$ cat src/rtl/axis_bram_writer.sv
// axis_bram_writer: accepts one AXI4-Stream packet of len beats and writes it into
// consecutive BRAM words from BASE_ADDR, flagging packets whose tlast disagrees with len.
module axis_bram_writer #(
    parameter int          DATA_W    = 32,
    parameter int          ADDR_W    = 16,
    parameter int unsigned BASE_ADDR = 32768
) (
    input  logic              aclk,
    input  logic              rst_n,
    input  logic              start,
    input  logic [15:0]       len,
    output logic              busy,
    output logic              done,
    output logic              err_early_last,
    output logic              err_no_last,
    output logic [15:0]       word_count,
    input  logic [DATA_W-1:0] s_axis_tdata,
    input  logic              s_axis_tvalid,
    output logic              s_axis_tready,
    input  logic              s_axis_tlast,
    output logic              bram_en,
    output logic              bram_we,
    output logic [ADDR_W-1:0] bram_addr,
    output logic [DATA_W-1:0] bram_din
);

    localparam logic [ADDR_W-1:0] BASE = BASE_ADDR[ADDR_W-1:0];

    typedef enum logic [1:0] {S_IDLE, S_RUN, S_DRAIN, S_FLUSH} state_t;

    state_t            r_state;
    state_t            w_next;
    logic              r_busy;
    logic              r_done;
    logic              r_err_early;
    logic              r_err_no_last;
    logic              r_bram_en;
    logic [15:0]       r_len;
    logic [15:0]       r_count;
    logic [ADDR_W-1:0] r_idx;
    logic [ADDR_W-1:0] r_addr;
    logic [DATA_W-1:0] r_din;
    logic              w_tready;
    logic              w_start_ok;
    logic              w_run_beat;
    logic              w_final;
    logic              w_flush_entry;
    logic [15:0]       w_count_inc;

    assign w_count_inc   = r_count + 16'd1;
    assign w_final       = (w_count_inc == r_len);
    assign w_flush_entry = (w_next == S_FLUSH);

    always_ff @(posedge aclk or negedge rst_n) begin
        if (!rst_n) begin
            r_state <= S_IDLE;
        end else begin
            r_state <= w_next;
        end
    end

    always_comb begin
        w_next     = r_state;
        w_tready   = 1'b0;
        w_start_ok = 1'b0;
        w_run_beat = 1'b0;
        case (r_state)
            S_IDLE: begin
                if (start) begin
                    w_start_ok = 1'b1;
                    if (len != 16'd0) begin
                        w_next = S_RUN;
                    end
                end
            end
            S_RUN: begin
                w_tready = 1'b1;
                if (s_axis_tvalid) begin
                    w_run_beat = 1'b1;
                    if (s_axis_tlast) begin
                        w_next = S_FLUSH;
                    end else if (w_final) begin
                        w_next = S_DRAIN;
                    end
                end
            end
            S_DRAIN: begin
                // Surplus beats are swallowed so the upstream packet can finish
                w_tready = 1'b1;
                if (s_axis_tvalid && s_axis_tlast) begin
                    w_next = S_FLUSH;
                end
            end
            S_FLUSH: begin
                w_next = S_IDLE;
            end
            default: begin
                w_next = S_IDLE;
            end
        endcase
    end

    always_ff @(posedge aclk or negedge rst_n) begin
        if (!rst_n) begin
            r_busy        <= 1'b0;
            r_done        <= 1'b0;
            r_err_early   <= 1'b0;
            r_err_no_last <= 1'b0;
            r_bram_en     <= 1'b0;
            r_len         <= '0;
            r_count       <= '0;
            r_idx         <= '0;
            r_addr        <= '0;
            r_din         <= '0;
        end else begin
            r_done    <= 1'b0;
            r_bram_en <= 1'b0;
            if (w_start_ok) begin
                r_err_early   <= 1'b0;
                r_err_no_last <= 1'b0;
                r_count       <= '0;
                r_idx         <= '0;
                r_len         <= len;
                r_busy        <= (len != 16'd0);
                r_done        <= (len == 16'd0);
            end
            if (w_run_beat) begin
                r_bram_en <= 1'b1;
                r_addr    <= BASE + r_idx;
                r_din     <= s_axis_tdata;
                r_idx     <= r_idx + ADDR_W'(1);
                r_count   <= w_count_inc;
                if (s_axis_tlast && !w_final) begin
                    r_err_early <= 1'b1;
                end
                if (w_final && !s_axis_tlast) begin
                    r_err_no_last <= 1'b1;
                end
            end
            // done and the final write land together in FLUSH, with busy already low
            if (w_flush_entry) begin
                r_done <= 1'b1;
                r_busy <= 1'b0;
            end
        end
    end

    assign s_axis_tready  = w_tready;
    assign busy           = r_busy;
    assign done           = r_done;
    assign err_early_last = r_err_early;
    assign err_no_last    = r_err_no_last;
    assign word_count     = r_count;
    assign bram_en        = r_bram_en;
    assign bram_we        = r_bram_en;
    assign bram_addr      = r_addr;
    assign bram_din       = r_din;

endmodule

$ cat config.mk
export PLATFORM = sky130hd
export DESIGN_NAME = axis_bram_writer
export DESIGN_NICKNAME = d
export VERILOG_FILES = /design/src/rtl/axis_bram_writer.sv
export SDC_FILE = /design/constraint.sdc
export NUM_CORES = 1
export LEC_CHECK = 0
export ABC_AREA = 1
export BUFFER_PORTS_ARGS = -buffer_cell sky130_fd_sc_hd__buf_2
export CAP_MARGIN = 5
export CORE_MARGIN = 3
export CORE_UTILIZATION = 38
export CTS_BUF_LIST = sky130_fd_sc_hd__clkbuf_2 sky130_fd_sc_hd__clkbuf_4 sky130_fd_sc_hd__clkbuf_8
export DETAILED_ROUTE_END_ITERATION = 12
export GPL_ROUTABILITY_DRIVEN = 0
export RECOVER_POWER = 50
export SLEW_MARGIN = 20
export SYNTH_ARGS = -nofsm -noshare
export SYNTH_HDL_FRONTEND = slang
export SYNTH_SLANG_ARGS = --single-unit
$ cat constraint.sdc
create_clock -name aclk -period 2.4 [get_ports aclk]
set_input_delay 0.24 -clock aclk [delete_from_list [all_inputs] [get_ports aclk]]
set_output_delay 0.24 -clock aclk [all_outputs]
set_load 0.02 [all_outputs]
==> results.cfg, run 1 <==
[critical_path]
startpoint_type = flop
r2r_slack_ns = 0.25
crit_required_ns = 2.68
endpoint_kind = flop
r2r-end = busy
critical_path_class = flop to flop
r2r_start = word_count[1]
crit_fanout = 6
crit_arrival_ns = 2.44
ff2ff_path_depth = 16

[yosys]
yosys-top-cells-area = dfrtp_1 (52%), nand2_1 (17%), inv_1 (5.4%)
syn_inst = 626
synth_edf_count = 0
synth_seq_cells = 103
yosys.area.top_type = dfrtp_1
synth_area_per_cell_um2 = 7.93
syn_area_mm2 = 0.00496
ys_types = 34
synthMuxAreaShare_pct = 0
yosys.area.top_type_share_pct = 51.9
yosys.area_share.adder_pct = 1.51
async_reset_ff_share_pct = 100
synth_xor_area_share_pct = 0.529
synth_top_family_by_area = simple AND/OR/NAND/NOR gates
synth_simple_gate_area_share_pct = 29.9
synth_top_flop_cell = dfrtp_1
synth_compound_area_share_pct = 8.90
seq_area_frac_synth_pct = 51.9
yosysWarnings = 0
syn_nets = 685

[timing]
min_period_ns = 2.15
max_freq_ghz = 0.464
setup_viol = 0
fin_crit_sh_pct = 89.8
fin_ws_ns = 0.245
worst_slew_pin_slew_ns = 1.09
fin_skew_ns = 0.00883
finalHoldViolCount = 0
fin_tns_setup_ns = 0
hold_ws_ns = 0.0364
max-slew-margin-rel_pct = 27.1
rsz0062_at_grt = false
drv_slew = 0

[clock_tree]
h-tree-depth = 3
clkSlewWorstSetupHoldPaths_ns = 0.11
tritoncts = yes
clock_path_buffers = 2
clock_latency_ns = 0.39
cts_made_buffers = 9
cts_num_sinks = 103
clock-root-buffer = clkbuf_8

[drt]
drtPass1Iterations = 4
route.detailed.drc = 0
viasPerCell = 4.75
wl_per_cell_um = 13.5
final_antenna_net_count = 0
drtIter0Drc = 256
drt-total-wl_mm = 12.5
vias = 4412

[placed_design]
placed_area_mm2 = 0.00582
pre_cts_ws_ns = 0.200
dpl.hpwl_mm = 9.34
portBuffers = 123
dp_cells = 910

[power]
pwr-share-clk_pct = 17.8
powerDensity_mw_per_mm2 = 999
p_comb_share_pct = 38.5
power_frac_seq_pct = 43.7
swShare_pct = 42.9
p_total_mw = 5.96
peakVddDrop_uv = 562
p_int_mw = 3.40
power_switching_mw = 2.56
p_leak_nw = 2.99

[cells_and_area]
postLayoutCellArea_mm2 = 0.00596
regArea_mm2 = 0.00258
fin_nets = 810
final_core_util_pct = 47.0
multi_input_area_mm2 = 0.00204
fillers = 1301
layout-drive-gt1-share_pct = 17.9
diodes = 0
final_cells = 928
area_growth_pct = 20.1

[min_path]
hold_class = primary input to flop
hold_start = s_axis_tdata[9]
holdPathStages = 3
min_to = bram_din[9]

[grt]
grt_overflow_total = 0
track_usage_pct = 18.1
grt_max_degree = 45
use_met1_pct = 22.4
antenna_found_initial = 0
grtUsageMet2_pct = 30.5
use_met3_pct = 6.08
grt_pass1_wl_mm = 21.0
top_usage_layer = met2
grt_pass1_vias = 4373

[die]
die_h_um = 120
die-width_um = 120
core_mm2 = 0.0127
row_count = 41
fp.dieArea_mm2 = 0.0145
start_util_pct = 39.2
ios = 124

[flow_run]
maxCapViolCount = 0

[status]
status = complete, no violations
-- layer usage --
layer / part of all wire, % / wire length, um
met4: 1.1 / 133
met5: 0 / 0
met1: 43 / 5440
met3: 7.0 / 873
met2: 49 / 6080
-- state kept, by name (all words and copies together), names as in the netlist --
register	cells
bram_din	32
bram_addr	16
r_idx	16
r_len	16
word_count	16
r_state	2
bram_en	1
busy	1
done	1
err_early_last	1
err_no_last	1
-- how the worst max path moves through the flow --
stage	start	slack, ns	to
after global placement	word_count[1]	0.33	busy
after CTS	word_count[1]	0.17	busy
final	word_count[1]	0.25	busy
after floorplan	word_count[1]	0.31	busy
after global routing	word_count[1]	0.002	busy
after detailed placement	word_count[1]	0.20	busy
-- power groups by stage --
stage                     clock network [mW]  logic, mW  registers, mW
after floorplan                            0       1.15           3.00
after global placement                     0       2.36           2.59
after detailed placement                   0       2.41           2.60
after CTS                               1.11       2.40           2.59
after global routing                    1.18       2.59           2.68
final                                   1.06       2.29           2.60
-- synthesized netlist by cell type, drive strengths merged (2+ instances only) --
master  instances
xor2            2
clkbuf         12
inv            73
a22oi           2
and2            2
nand2         239
buf             9
nand4          10
nor3            3
nor2           40
dfrtp         103
o21ai          53
a32o            2
nand3          39
ha              6
a21oi           5
o22ai          12
nor4            3
nand3b          5
-- critical path, stage by stage (launching register included) --
cell and delay, ns:
dfrtp_2 0.44, ha_4 0.16, nand2_2 0.08, nor2_4 0.22, nand2_4 0.10, nor2_4 0.11
nand2_2 0.07, nand2_2 0.07, nand3_2 0.06, nand2_1 0.08, nand2_2 0.07, nor2_4 0.13
nand3_1 0.10, a22oi_2 0.19, nand2_2 0.08, nand2_2 0.07, nor2_2 0.03
-- cells in the final DEF (no fill, tap or decap), drive strengths merged, types with 5 or more instances in the layout --
| master | count |
|---|---|
| a21oi | 5 |
| buf | 85 |
| clkbuf | 58 |
| dfrtp | 103 |
| ha | 6 |
| inv | 78 |
| nand2 | 239 |
| nand3 | 39 |
| nand3b | 5 |
| nand4 | 10 |
| nor2 | 40 |
| o21ai | 53 |
| o22ai | 12 |
-- final cells by class --
type                    count  share of cell area, %
multi-input cells         429                   34.3
clock inverters             7                   1.03
inverters                  73                   4.60
clock buffers               9                   2.08
well taps                 172                   3.61
flip-flops and latches    103                   43.3
repair buffers            135                   11.1
-- cells by family after synthesis --
family          after synthesis
compound gates               79
xor+xnor                      3
simple gates                341
buf+inv                      94
flops                       103
fa+ha+maj                     6
-- what timing repair did --
action,CTS,global route
endpoints found under the setup margin,0,2
hold endpoints to repair,42,0
hold buffers,1,0
buffers inserted,0,1
gates resized for setup,0,5
Power figures use the tool's default switching activity.
==> inputs of run 2 (changes only) <==
--- a/config.mk
+++ b/config.mk
@@ -9,7 +9,7 @@
 export BUFFER_PORTS_ARGS = -buffer_cell sky130_fd_sc_hd__buf_2
 export CAP_MARGIN = 5
 export CORE_MARGIN = 3
-export CORE_UTILIZATION = 38
+export CORE_UTILIZATION = 35
 export CTS_BUF_LIST = sky130_fd_sc_hd__clkbuf_2 sky130_fd_sc_hd__clkbuf_4 sky130_fd_sc_hd__clkbuf_8
 export DETAILED_ROUTE_END_ITERATION = 12
 export GPL_ROUTABILITY_DRIVEN = 0
==> constraint.sdc (replaced) <==
create_clock -name aclk -period 2.6 [get_ports aclk]
set_input_delay 0.26 -clock aclk [delete_from_list [all_inputs] [get_ports aclk]]
set_output_delay 0.26 -clock aclk [all_outputs]
set_load 0.02 [all_outputs]
==> run 2 against run 1 <==
Compared with the run above:
- combinational power decreased by 9.2%
- sequential share of layout area rose by 0.31 points
- die area is 8.1% higher
- worst setup slack improved by 0.10 ns
- register-to-register slack better by 0.10 ns
- global-route usage is 1.6 points lower
- sequential cell count unchanged
- largest power group unchanged
- highest routed layer unchanged
==> results.cfg, run 2 (synthesized netlist as in run 1, its figures left out) <==
[die]
die-width_um = 125
core_mm2 = 0.0136
fp.dieArea_mm2 = 0.0156
row_count = 42
die_h_um = 125
ios = 124
start_util_pct = 36.6

[timing]
fin_crit_sh_pct = 86.6
fin_skew_ns = 0.0101
worst_slew_pin_slew_ns = 1.22
rsz0062_at_grt = false
finalHoldViolCount = 0
min_period_ns = 2.25
max-slew-margin-rel_pct = 18.5
fin_tns_setup_ns = 0
drv_slew = 0
setup_viol = 0
max_freq_ghz = 0.444

[power]
p_total_mw = 5.45
p_int_mw = 3.11
swShare_pct = 42.9
p_comb_share_pct = 38.2
peakVddDrop_uv = 578
pwr-share-clk_pct = 17.9
p_leak_nw = 2.94
powerDensity_mw_per_mm2 = 922
power_frac_seq_pct = 43.8
power_switching_mw = 2.34

[drt]
drtIter0Drc = 352
vias = 4514
drtPass1Iterations = 4
final_antenna_net_count = 0
drt-total-wl_mm = 12.7
route.detailed.drc = 0
viasPerCell = 4.86
wl_per_cell_um = 13.7

[clock_tree]
ctsHoldBuffers = 1
clkSlewWorstSetupHoldPaths_ns = 0.10
clock_path_buffers = 2
post_cts_buffers = 0
h-tree-depth = 3
clock_latency_ns = 0.38
cts_made_buffers = 9
cts_num_sinks = 103
cts.repair.resized = 0
tritoncts = yes
clock-root-buffer = clkbuf_8

[critical_path]
startpoint_type = flop
crit_arrival_ns = 2.57
endpoint_kind = flop
critical_path_class = flop to flop
crit_required_ns = 2.92
crit_fanout = 6

[status]
status = complete, no violations

[cells_and_area]
diodes = 0
layout-drive-gt1-share_pct = 15.7
final_core_util_pct = 43.6
mostFrequentLayoutCells = nand2_1 (227), dfrtp_1 (103), inv_1 (71)
layout_commonest_cell = nand2_1
area_growth_pct = 19.1
largest_register_ffs = 32
fin_nets = 807
postLayoutCellArea_mm2 = 0.00591

[flow_run]
maxCapViolCount = 0

[grt]
grt_max_degree = 54
grt_overflow_total = 0
antenna_found_initial = 0
grt_pass1_vias = 4549
track_usage_pct = 16.5
grt_pass1_wl_mm = 21.3

[placed_design]
dpl.hpwl_mm = 9.47
portBuffers = 123
placed_area_mm2 = 0.00579

[min_path]
hold_class = primary input to flop
-- run 2: changes by cell type in the layout (fill, tap and decap cells not counted), moves of 2 or more --
cell / delta
dfrtp_1: +3
clkbuf_1: +10
inv_6: -2
dfrtp_2: -3
buf_2: -10
-- run 2: final cells by class --
| class | instances | area, um^2 |
|---|---|---|
| repair buffers | 132 | 616 |
| flip-flops and latches | 103 | 2580 |
| clock inverters | 6 | 52.6 |
| well taps | 176 | 220 |
| fillers | 1440 | 7650 |
| multi-input cells | 429 | 2030 |
| inverters | 73 | 274 |
| clock buffers | 10 | 138 |
-- run 2: metrics by stage --
stage,setup slack (ns),std cells,hold WS [ns]
floorplan,0.511,626,-0.0356
global route,0.0456,929,0.0455
detailed placement,0.389,912,0.332
finish,0.347,929,0.0663
global placement,0.494,912,0.331
CTS,0.361,929,0.0346
-- run 2: power by group through the flow --
| stage | Clock [mW] | Combinational, mW | Sequential [mW] |
|---|---|---|---|
| 3_5_place_dp | 0 | 2.21 | 2.40 |
| 5_1_grt | 1.10 | 2.36 | 2.46 |
| 6_report | 0.978 | 2.08 | 2.39 |
| 2_1_floorplan | 0 | 1.06 | 2.77 |
| 3_3_place_gp | 0 | 2.15 | 2.39 |
| 4_1_cts | 1.04 | 2.21 | 2.38 |
-- run 2: worst max-delay path: stages (launching register included) --
cell	delay [ns]
dfrtp_1	0.44
ha_1	0.23
nand2_2	0.10
nor2_4	0.20
nand2_1	0.10
nand3b_1	0.09
nand2_1	0.05
nor2_1	0.09
nand2_1	0.07
inv_1	0.05
nand2_1	0.08
nor2_2	0.13
nand4_1	0.12
nand2_1	0.08
nand2_1	0.06
nand2_2	0.06
nand2_2	0.05
nand2_2	0.05
nand2_2	0.05
nor2_2	0.07
-- run 2: metal layers --
layer / vias to the layer above / global-route usage, % / part of all wire, % / wire length (um)
li1: 2232 / - / - / -
met1: 2106 / 21.6 / 45 / 5740
met2: 161 / 26.8 / 47 / 5960
met3: 15 / 4.99 / 6.6 / 844
met4: 0 / 4.59 / 1.3 / 159
met5: - / 0 / 0 / 0
-- run 2: final timing paths --
kind                                  startpoint           end  slack (ns)  depth (start not counted)
worst max-delay path               word_count[0]          busy        0.35                         19
max in group asynchronous                  rst_n   bram_din[0]        0.46                          3
min in group asynchronous                  rst_n      r_len[3]        0.68                          2
worst min-delay path            s_axis_tdata[19]  bram_din[19]        0.07                          3
worst min register to register      bram_addr[9]  bram_addr[9]        0.49                          2
worst max register to register     word_count[0]          busy        0.35                         19
==> inputs of run 3 (changes only) <==
--- a/config.mk
+++ b/config.mk
@@ -10,7 +10,7 @@
 export CAP_MARGIN = 5
 export CORE_MARGIN = 3
 export CORE_UTILIZATION = 35
-export CTS_BUF_LIST = sky130_fd_sc_hd__clkbuf_2 sky130_fd_sc_hd__clkbuf_4 sky130_fd_sc_hd__clkbuf_8
+export CTS_BUF_LIST = sky130_fd_sc_hd__clkbuf_8
 export DETAILED_ROUTE_END_ITERATION = 12
 export GPL_ROUTABILITY_DRIVEN = 0
 export RECOVER_POWER = 50
==> constraint.sdc (replaced) <==
create_clock -name aclk -period 2 [get_ports aclk]
set_input_delay 0.2 -clock aclk [delete_from_list [all_inputs] [get_ports aclk]]
set_output_delay 0.2 -clock aclk [all_outputs]
set_load 0.02 [all_outputs]
==> run 3 against run 2 <==
Compared with the run above:
- utilization up 5.1 points
- the run now ends with negative setup slack left
- critical path type unchanged
- register-to-register slack worse by 0.45 ns
- sequential cell count unchanged
- first-iteration DRC count down 2.6%
- worst hold slack got worse by 0.039 ns
- global-route usage grew 1.2 points
- total power grew 37%
==> results.cfg, run 3 (synthesized netlist as in run 1, its figures left out) <==
[cells_and_area]
postLayoutCellArea_mm2 = 0.00661
area_growth_pct = 33.1
largest_register_ffs = 32
layout_commonest_cell = nand2_1
layout-drive-gt1-share_pct = 24.6
mostFrequentLayoutCells = nand2_1 (217), dfrtp_1 (96), buf_2 (90)
diodes = 0
fin_nets = 864

[die]
core_mm2 = 0.0136
start_util_pct = 36.6
row_count = 42
ios = 124
die-width_um = 125
die_h_um = 125
fp.dieArea_mm2 = 0.0156

[power]
powerDensity_mw_per_mm2 = 1130
p_leak_nw = 3.36
peakVddDrop_uv = 617
p_total_mw = 7.48

[drt]
final_antenna_net_count = 0
drtIter0Drc = 343
drtPass1Iterations = 7
wl_per_cell_um = 14.1
vias = 4817
drt-total-wl_mm = 13.9
route.detailed.drc = 0
viasPerCell = 4.89

[placed_design]
dpl.hpwl_mm = 9.66
placed_area_mm2 = 0.00594
portBuffers = 123

[flow_run]
maxCapViolCount = 0

[critical_path]
cpMaxStageDelayCell = dfrtp_2
critical_path_class = flop to flop
endpoint_kind = flop
crit_top_cell = nand2_2
r2r_slack_ns = -0.1
path_cells = buf_6 > inv_4 > nor2_4 > nand3_4 > nand2_2 > nand2_2 > nand2_1 > nand2_1 > nor2_1 > nand2_2 > nor2_4 > nand3_1 > a22oi_2 > nand2_2 > nand2_2 > nor2_2
crit_arrival_ns = 2.38
ff2ff_path_depth = 16
r2r-end = busy
crit_required_ns = 2.28
startpoint_type = flop
r2r_start = word_count[0]
critical_path.max_stage_delay_ns = 0.41
crit_fanout = 7

[clock_tree]
clkSlewWorstSetupHoldPaths_ns = 0.10
cts_num_sinks = 103
cts_made_buffers = 9
clock_path_buffers = 2
h-tree-depth = 3
clock_latency_ns = 0.38
clock-root-buffer = clkbuf_8
tritoncts = yes

[grt]
grt_pass1_vias = 4705
track_usage_pct = 17.7
grt_max_degree = 52
grt_overflow_total = 0
grt_pass1_wl_mm = 23.1
antenna_found_initial = 0

[timing]
min_period_ns = 2.10
fin_ws_ns = -0.0980
fin_crit_sh_pct = 105
max_freq_ghz = 0.477
worst_slew_pin_slew_ns = 1.04
hold_ws_ns = 0.0274
drv_slew = 0
fin_skew_ns = 0.00904
max-slew-margin-rel_pct = 30.8
finalHoldViolCount = 0
rsz0062_at_grt = true
setup_viol = 3

[min_path]
hold_class = primary input to flop
hold_start = s_axis_tdata[25]
holdPathStages = 3
min_to = bram_din[25]

[status]
status = finished with violations
violations = negative setup slack
run 3: layer usage:
layer,GRT usage (%),vias to the layer above,routed length [um]
met1,23.2,2269,6110
li1,-,2350,-
met5,0,-,0
met3,4.65,15,942
met4,4.97,0,175
met2,29.2,183,6680
run 3: metrics by stage:
stage	TNS (ns)	worst slack [ns]	std cells	utilization [%]
final	-0.244	-0.0980	986	48.7
after global routing	-0.836	-0.271	986	48.7
after CTS	-0.100	-0.0608	979	48.1
after detailed placement	-0.147	-0.0922	929	43.8
after global placement	-0.0520	-0.0310	929	43.8
after floorplan	0	0.000898	626	-
run 3: critical path, delay by kind of cell, from the launching register on:
family | cells | cell delay (ns)
AND/OR/NAND/NOR | 13 | 1.24
flip-flops | 1 | 0.41
AO/OA/AOI/OAI | 1 | 0.18
buffers and inverters | 2 | 0.17
run 3: how the worst max path moves through the flow:
stage	slack [ns]	startpoint	end
2_1_floorplan	0.0009	word_count[1]	busy
3_3_place_gp	-0.03	word_count[0]	busy
3_5_place_dp	-0.09	word_count[0]	busy
4_1_cts	-0.06	word_count[0]	busy
5_1_grt	-0.27	word_count[0]	busy
6_report	-0.1	word_count[0]	busy
run 3: layout make-up:
type                    count  area, um^2
clock buffers              11         151
well taps                 176         220
fillers                  1345        6950
inverters                  73         277
flip-flops and latches    103        2590
clock inverters             5        48.8
repair buffers            189        1160
multi-input cells         429        2160
run 3: what timing repair did:
action,4_1_cts,5_1_grt
hold endpoints to repair,64,1
gates resized for setup,15,28
endpoints found under the setup margin,2,8
pin swaps,10,24
hold buffers,30,1
setup buffers,4,6
run 3: power by group:
group / internal (mW) / switching, mW / total, mW
clock: 0.548 / 0.778 / 1.33
combinational: 1.07 / 1.96 / 3.03
sequential: 2.71 / 0.422 / 3.13
